$ cat src/rtl/quad_decoder.sv
// ---------------------------------------------------------------------------
// quad_decoder
//   Quadrature encoder front end. Raw A/B pins are brought into the clk
//   domain with a two-flop synchronizer. They are debounced on strobe ticks
//   only, then decoded from Gray-code transitions into a signed position
//   count.
//
// Parameters
//   WIDTH  position counter width in bits
//   DEB    consecutive agreeing strobe samples needed to accept a level (>= 2)
//
// Ports
//   clk     in   system clock
//   rst_n   in   asynchronous active-low reset
//   pin_a   in   raw encoder channel A (asynchronous)
//   pin_b   in   raw encoder channel B (asynchronous)
//   strobe  in   1-cycle sample tick
//   clear   in   synchronous clear of count and error
//   count   out  position counter, two's complement, wraps modulo 2^WIDTH
//   step    out  1-cycle pulse per accepted count change
//   dir     out  direction of the last accepted step (1 = up)
//   error   out  sticky flag for a transition where both channels changed
// ---------------------------------------------------------------------------
module quad_decoder #(
   parameter int WIDTH = 16,
   parameter int DEB   = 3
) (
   input  logic                    clk,
   input  logic                    rst_n,
   input  logic                    pin_a,
   input  logic                    pin_b,
   input  logic                    strobe,
   input  logic                    clear,
   output logic signed [WIDTH-1:0] count,
   output logic                    step,
   output logic                    dir,
   output logic                    error
);

   localparam logic signed [WIDTH-1:0] ONE = WIDTH'(1);

   // Position of an AB code within the up-counting cycle 00->10->11->01.
   function automatic logic [1:0] phase(input logic [1:0] ab);
      logic [1:0] p;
      case (ab)
         2'b00:   p = 2'd0;
         2'b10:   p = 2'd1;
         2'b11:   p = 2'd2;
         default: p = 2'd3;
      endcase
      return p;
   endfunction

   // A candidate window is accepted only when every sample agrees.
   function automatic logic uniform(input logic [DEB-1:0] v);
      return (&v) | ~(|v);
   endfunction

   logic           a_p0, a_p1, b_p0, b_p1;
   logic [DEB-2:0] sh_a, sh_b;
   logic           stable_a, stable_b, primed;

   logic [DEB-1:0] cand_a, cand_b;
   logic           got_a, got_b, new_a, new_b;
   logic [1:0]     old_ab, new_ab;
   logic           both_changed, is_up, is_dn;

   // ---- debounce window: history plus the current synchronized sample ----
   assign cand_a = {sh_a, a_p1};
   assign cand_b = {sh_b, b_p1};
   assign got_a  = uniform(cand_a);
   assign got_b  = uniform(cand_b);
   assign new_a  = got_a ? a_p1 : stable_a;
   assign new_b  = got_b ? b_p1 : stable_b;

   // ---- transition classification ----
   assign old_ab       = {stable_a, stable_b};
   assign new_ab       = {new_a, new_b};
   assign both_changed = ((old_ab ^ new_ab) == 2'b11);
   assign is_up        = (phase(new_ab) == phase(old_ab) + 2'd1);
   assign is_dn        = (phase(old_ab) == phase(new_ab) + 2'd1);

   // ---- synchronizer, runs every cycle regardless of strobe ----
   always_ff @(posedge clk or negedge rst_n) begin
      if (!rst_n) begin
         a_p0 <= 1'b0;
         a_p1 <= 1'b0;
         b_p0 <= 1'b0;
         b_p1 <= 1'b0;
      end else begin
         a_p0 <= pin_a;
         a_p1 <= a_p0;
         b_p0 <= pin_b;
         b_p1 <= b_p0;
      end
   end

   // ---- debounce, decode and count ----
   always_ff @(posedge clk or negedge rst_n) begin
      if (!rst_n) begin
         sh_a     <= '0;
         sh_b     <= '0;
         stable_a <= 1'b0;
         stable_b <= 1'b0;
         primed   <= 1'b0;
         count    <= '0;
         step     <= 1'b0;
         dir      <= 1'b0;
         error    <= 1'b0;
      end else begin
         step <= 1'b0;
         if (strobe) begin
            sh_a     <= cand_a[DEB-2:0];
            sh_b     <= cand_b[DEB-2:0];
            stable_a <= new_a;
            stable_b <= new_b;
            if (!primed) begin
               // First acceptance only seeds the levels; no transition exists yet.
               if (got_a && got_b)
                  primed <= 1'b1;
            end else if (both_changed) begin
               error <= 1'b1;
            end else if (is_up) begin
               count <= count + ONE;
               dir   <= 1'b1;
               step  <= 1'b1;
            end else if (is_dn) begin
               count <= count - ONE;
               dir   <= 1'b0;
               step  <= 1'b1;
            end
         end
         // Clear overrides a coincident step for count and error only.
         if (clear) begin
            count <= '0;
            error <= 1'b0;
         end
      end
   end

endmodule

$ cat config.mk
export PLATFORM = sky130hd
export DESIGN_NAME = quad_decoder
export DESIGN_NICKNAME = d
export VERILOG_FILES = /design/src/rtl/quad_decoder.sv
export SDC_FILE = /design/constraint.sdc
export NUM_CORES = 1
export LEC_CHECK = 0
export ABC_AREA = 1
export CAP_MARGIN = 20
export CORE_MARGIN = 1.5
export CORE_UTILIZATION = 30
export CTS_CLUSTER_SIZE = 14
export DETAILED_ROUTE_END_ITERATION = 8
export HOLD_SLACK_MARGIN = 0.05
export PLACE_DENSITY = 0.6
export REMOVE_ABC_BUFFERS = 1
export SETUP_SLACK_MARGIN = 0.2
export SLEW_MARGIN = 15
export SYNTH_ARGS = -nofsm -noshare
export SYNTH_HDL_FRONTEND = slang
export SYNTH_SLANG_ARGS = --single-unit
export TNS_END_PERCENT = 1
$ cat constraint.sdc
create_clock -name clk -period 3 [get_ports clk]
set_input_delay 0.45 -clock clk [delete_from_list [all_inputs] [get_ports clk]]
set_output_delay 0.45 -clock clk [all_outputs]
set_load 0.05 [all_outputs]
==> results.md, run 1 <==
* Root Buffer: clkbuf_8
* Final Cell Area at between 3000 and 4000 um2
* CP Class: register to register
* Initial core utilization at 31.1%
* Diode count at 0
* Nets@finish at 358
* GRT Total Usage at between 10% and 20%
* Count leader, synth: nand2_1
* Sink Count at 30
* Vias per cell at around 4.9
* Syn Area/Cell at 8.02 um2
* Initial DRC count at between 100 and 150
* Largest family of logic cells by synthesized area: simple AND/OR/NAND/NOR gates
* Critical path buffers and inverters at 2
* Tmin final at between 2 and 3 ns
* Crit-path cells: ha_4 -> buf_4 -> nand3_1 -> nand3_2 -> nand3_4 -> buf_12 -> ha_4 -> a21oi_4 -> nor2_1 -> nor2_1 -> nand2_4 -> nand2_2 -> nand2_1 -> xnor2_1 -> o21ai_2
* Die Area at about 8100 um2
* Htree depth at 2
* Skew final at 0.00878 ns
* Gr ovfl total at 0
* Post-synthesis sequential area ratio at between 30% and 40%
* Share of cells above drive strength 1 at around two fifths
* Clock latency on the worst-skew pair at about 0.29 ns
* FF-to-FF setup slack at 0.29 ns
* Area leader, netlist: dfrtp_1
* Synth Area in XOR/XNOR at between 3 and 4%
* Final setup violation count at 0
* Placement Cell Area at about 2700 um2
* # rows at 31
* Primary FF master, synth: dfrtp_1
* Post-synth EDFFs at 0
* # DRC at 0
* Setup crit start kind: register
* Worst-path clk slew at about 0.07 ns
* Final hold violations at 0
* Final worst path period share at about nine tenths
* Die Y-Extent at ~90 um
* Routed wire length at 6.27 mm
* Biggest register: count
* Adder and majority gate portion of the synthesized area at between 10% and 20%
* Compound-cell area share of the yosys netlist at roughly an eighth
* Max Cap Violations at 0
* TritonCTS buffer count at 5
* Multiplexer share of the synthesized area at 0%
* Max FFs per register at 16
* Biggest regs: count x16, sh_a x2, sh_b x2
* HPWL Detailed at roughly 4.0 mm
* Antenna Nets Post-Route at 0
* PortBufs at 24
* Max stage delay on crit path at between 0.4 and 0.5 ns
* Largest delay contributor family on the critical path: simple AND/OR/NAND/NOR gates
* Ports at 25
* Post-Syn Area at around 2300 um2
* Async SR Flop Fraction at 100%
* RSZ-0062 raised after global routing: true
* Hold_buf cts at 0
* Slowest-stage cell, CP: dfrtp_2
* Count of different cell masters after synthesis at 33
* Final Slew Violations at 0
* Synth-to-Final Area Change at 51.9%
* Area contributors post-synth: dfrtp_1 33%, nand2_1 10%, ha_1 9.9%
* Die Span X at about 90 um
* Synth Area in Simple Gates at between 30% and 40%
* Core area at roughly 7300 um2
* Initial antenna violation count at 0
* Status: complete, no violations
* Max Clock Freq at 0.369 GHz
* Arrival time at the worst endpoint at ~2.9 ns
* Largest net degree at the start of global routing at 31
* #FFs+latches synth at 30
* Critical Path Sink Type: register
* CTS tree: built
* Routed vias at about 2100
* First-pass GRT wire length at 9.61 mm
* Worst-Margin Slew at a little over 0.5 ns
* Ys Warns at 0
* Wire length per cell at around 14 um
* Longest Clk Path Bufs at 2
* Synth Instances at about 280
* CP required at ~3.2 ns
* Crit path max fanout at 7
* Commonest cells post-synth: 63 x nand2_1, 36 x nand3_1, 30 x dfrtp_1
* Number of global-route vias before repair at just over 2000
* Top cell type's share of synthesized area at 33.1%
* Slew HR at between 60 and 70%
* Hold crit path type: register to register
* GP Congestion at ~0.86
* Pre-antenna DRT Iters at 4
final timing paths:
| path | start | endpoint | cells after the start |
|---|---|---|---|
| max in group asynchronous | rst_n | stable_b$_DFFE_PN0P_ | 2 |
| worst min register to register | a_p0$_DFF_PN0_ | a_p1$_DFF_PN0_ | 0 |
| min in group asynchronous | rst_n | a_p1$_DFF_PN0_ | 2 |
| worst max-delay path | stable_b$_DFFE_PN0P_ | count[11]$_DFFE_PN0P_ | 15 |
| worst max register to register | stable_b$_DFFE_PN0P_ | count[11]$_DFFE_PN0P_ | 15 |
| worst min-delay path | a_p0$_DFF_PN0_ | a_p1$_DFF_PN0_ | 0 |
repair_timing:
action	CTS	global route
resized for setup	15	85
hold endpoints to repair	0	0
endpoints found under the setup margin	11	12
pin swaps	2	28
gates cloned	1	0
buffers inserted	4	10
per-layer routing:
metal  vias up  wire, um  GRT usage [%]
met4         0       155           6.48
li1       1066         -              -
met3        14       226           2.96
met1      1011      2720           18.7
met5         -         0              0
met2        50      3170           23.9
stage by stage:
stage	setup WS (ns)	utilization, %	cells	TNS [ns]	hold WS, ns
6_report	0.293	47.3	433	0	0.355
5_1_grt	0.152	47.3	433	0	0.368
4_1_cts	0.141	40.5	423	0	0.362
3_5_place_dp	0.0153	36.5	410	0	0.347
3_3_place_gp	0.0871	36.5	410	0	0.335
2_1_floorplan	-0.282	-	278	-1.32	0.154
logic make-up after synthesis:
family | Yosys count
adder cells (fa/ha/maj) | 19
buffers and inverters | 24
AND/OR/NAND/NOR | 153
XOR/XNOR | 10
AO/OA/AOI/OAI | 47
flip-flops | 30
cell usage in the layout (no fill, tap or decap), types with 3 or more instances in the layout:
| master | n |
|---|---|
| dfrtp_1 | 29 |
| nand4_1 | 3 |
| ha_4 | 18 |
| nor2_4 | 5 |
| nand2_4 | 7 |
| nand3_1 | 28 |
| o21ai_2 | 13 |
| nand2_2 | 17 |
| xnor2_1 | 8 |
| clkbuf_8 | 6 |
| and2_4 | 3 |
| nor2_1 | 14 |
| nand3b_1 | 3 |
| a21oi_2 | 5 |
| nor2_2 | 5 |
| a21oi_1 | 7 |
| nand3_2 | 17 |
| a21oi_4 | 5 |
| inv_1 | 14 |
| clkdlybuf4s50_1 | 24 |
| buf_4 | 19 |
| o21ai_0 | 10 |
| nand2_1 | 46 |
| inv_2 | 3 |
cell type report:
cell class	count	area, um2
clock inverter	2	60.1
clock buffer	6	82.6
multi-input combinational	229	1880
timing repair buffer	48	473
tap	99	124
inverter	19	73.8
fill	678	3840
sequential	30	752
Power of run 1 is not shown: default switching activity piles up to over one toggle a cycle in this logic, so the estimate is an artifact.
==> run 2, diff against run 1 <==
--- a/config.mk
+++ b/config.mk
@@ -12,7 +12,7 @@
 export CTS_CLUSTER_SIZE = 14
 export DETAILED_ROUTE_END_ITERATION = 8
 export HOLD_SLACK_MARGIN = 0.05
-export PLACE_DENSITY = 0.6
+export PLACE_DENSITY = 0.58
 export REMOVE_ABC_BUFFERS = 1
 export SETUP_SLACK_MARGIN = 0.2
 export SLEW_MARGIN = 15
==> constraint.sdc (replaced) <==
create_clock -name clk -period 2.7 [get_ports clk]
set_input_delay 0.405 -clock clk [delete_from_list [all_inputs] [get_ports clk]]
set_output_delay 0.405 -clock clk [all_outputs]
set_load 0.05 [all_outputs]
==> results.md, run 2 (synthesis gave the netlist of run 1 again) <==
* Routed vias at 2222 (+3.8%)
* GRT Total Usage at 16.0% (+1.4 points)
* Initial DRC count at 74 (-30%)
* Met2 routed WL at 3.04 mm (-4.2%)
* Synth-to-Final Area Change at 57.7%
* Pre-antenna DRT Iters at 4 (unchanged)
* Final setup violation count at 0 (unchanged)
* Max FFs per register at 16 (unchanged)
* Longest Clk Path Bufs at 2 (unchanged)
* Wire length per cell at 13.6 um (-5.9%)
* Initial core utilization at 31.1% (unchanged)
* CP required at 2.88 ns (-0.28 ns)
* Worst-path clk slew at 0.07 ns (about the same)
* Area taken by multi-input logic gates at 1820 um2 (-3.6%)
* Most frequent cells in the layout: 49 x nand2_1, 45 x buf_4, 29 x dfrtp_1, 28 x nand3_1, 24 x clkdlybuf4s50_1
* Final hold violations at 0 (unchanged)
* Filler cells at 697 (+2.8%)
* Share of cells above drive strength 1 at 44.3% (+2.7 points)
* Tmin final at 2.67 ns (-0.0358 ns)
* Sink Count at 30 (unchanged)
* Diode count at 0 (unchanged)
* Setup crit start kind: register
* Skew final at 0.00551 ns (-0.00326 ns)
* Largest net degree at the start of global routing at 31 (unchanged)
* Final worst path period share at 98.9% (+8.7 points)
* Status: complete, no violations
* RSZ-0062 raised after global routing: true
* Slew HR at 65.1% (-1.2 points)
* CTS tree: built
* Critical Path Sink Type: register
* Final core occ at 49.1% (+1.8 points)
* Clock latency on the worst-skew pair at 0.29 ns (about the same)
* Final Slew Violations at 0 (unchanged)
* Gr ovfl total at 0 (unchanged)
* Biggest register: count
* First-pass GRT wire length at 10.6 mm (+10%)
* M1 WL at 2.87 mm (+5.6%)
* # DRC at 0 (unchanged)
* Hold_buf cts at 0 (unchanged)
* GP Congestion at 0.823 (-4.4%)
* FF/Latch Area at 752 um2 (unchanged)
* Htree depth at 2 (unchanged)
* Core area at 7290 um2 (unchanged)
* Cells after DPL at 442 (+7.8%)
* Finished Layout Cells at 460 (+6.2%)
* Final WS setup at 0.0290 ns (-0.264 ns)
* Routed length on met3 at 241 um (+6.6%)
* Antenna Nets Post-Route at 0 (unchanged)
* Initial antenna violation count at 0 (unchanged)
* Die Y-Extent at 90.0 um (unchanged)
* HPWL Detailed at 4.25 mm (+6.5%)
* # rows at 31 (unchanged)
* TritonCTS buffer count at 5 (unchanged)
* Crit path max fanout at 5 (-2)
* Most common cell after layout, fill and taps aside: nand2_1
* CP Class: register to register
* Placement Cell Area at 2890 um2 (+8.6%)
* Root Buffer: clkbuf_8
* Die Span X at 90.0 um (unchanged)
* Number of global-route vias before repair at 2214 (+7.9%)
* Routed wire length at 6.27 mm (unchanged)
* Worst-Margin Slew at 0.521 ns (+0.0178 ns)
* Max Clock Freq at 0.374 GHz (+1.3%)
* PortBufs at 24 (unchanged)
* Nets@finish at 385 (+7.5%)
* Die Area at 8100 um2 (unchanged)
* Arrival time at the worst endpoint at 2.85 ns (-0.02 ns)
* Final Cell Area at 3580 um2 (+3.8%)
* Max Cap Violations at 0 (unchanged)
* Dpl ws at -0.148 ns (-0.163 ns)
* Vias per cell at 4.83 (-2.3%)
* Biggest regs: count x16, sh_a x2, sh_b x2
* Ports at 25 (unchanged)
* Max Used Layer: met4
* Hold crit path type: register to register
## run 2: cell count changes in the layout (fill, tap and decap cells not counted), sizes merged
cell    change
buf        +26
clkbuf      +1
## run 2: area by class of cell
cell class                      count  share of cell area (%)
Multi-Input combinational cell    229                    50.7
Inverter                           19                    2.06
Clock buffer                        6                    2.31
Timing Repair Buffer               75                    18.8
Sequential cell                    30                    21.0
Clock inverter                      2                    1.68
Tap cell                           99                    3.46
## run 2: path summary, 6_finish.rpt
check / start / end / slack [ns] / depth (start not counted)
max in group asynchronous: rst_n / stable_b$_DFFE_PN0P_ / 1.86 / 2
max reg2reg: stable_a$_DFFE_PN0P_ / count[14]$_DFFE_PN0P_ / 0.03 / 21
min: a_p0$_DFF_PN0_ / a_p1$_DFF_PN0_ / 0.35 / 0
max: stable_a$_DFFE_PN0P_ / count[14]$_DFFE_PN0P_ / 0.03 / 21
min reg2reg: a_p0$_DFF_PN0_ / a_p1$_DFF_PN0_ / 0.35 / 0
min in group asynchronous: rst_n / primed$_DFFE_PN0P_ / 0.52 / 2
## run 2: timing repair
item / in CTS / in global routing
pin swaps: 22 / 16
gates cloned: 1 / 1
resized for setup: 66 / 22
setup buffers: 5 / 3
setup endpoints to repair: 13 / 13
## run 2: critical path, stage by stage (launching register included)
cell	delay [ns]
dfrtp_1	0.42
inv_2	0.07
ha_4	0.30
nand2_2	0.06
nand2_2	0.07
inv_1	0.04
nand2_1	0.04
nand2_1	0.06
inv_2	0.06
nand3_4	0.13
buf_8	0.19
ha_4	0.27
buf_6	0.11
nand3_4	0.08
nand2_4	0.10
nand3_2	0.08
nand2_2	0.08
nand3b_1	0.13
nand2_1	0.10
nand2_1	0.05
nand3_1	0.07
nand2_1	0.05
## run 2: per-stage QoR
stage / setup TNS, ns / hold WS (ns)
finish: 0 / 0.350
floorplan: -5.02 / 0.109
CTS: 0 / 0.355
global placement: -0.461 / 0.334
detailed placement: -0.724 / 0.339
global route: -0.630 / 0.357
## run 2: per-layer routing
layer  track usage [%]  up-vias
met3              2.71        9
met4              5.42        0
li1                  -     1120
met1              20.2     1047
met2              27.7       46
met5                 0        -
Power of run 2 is left out for the same reason.
==> run 3, diff against run 2 <==
--- a/config.mk
+++ b/config.mk
@@ -11,7 +11,6 @@
 export CORE_UTILIZATION = 30
 export CTS_CLUSTER_SIZE = 14
 export DETAILED_ROUTE_END_ITERATION = 8
-export HOLD_SLACK_MARGIN = 0.05
 export PLACE_DENSITY = 0.58
 export REMOVE_ABC_BUFFERS = 1
 export SETUP_SLACK_MARGIN = 0.2
==> results of run 3 <==
The final DEF is identical to that of run 2; final timing and power are the same.
Power of run 3 is left out for the same reason.
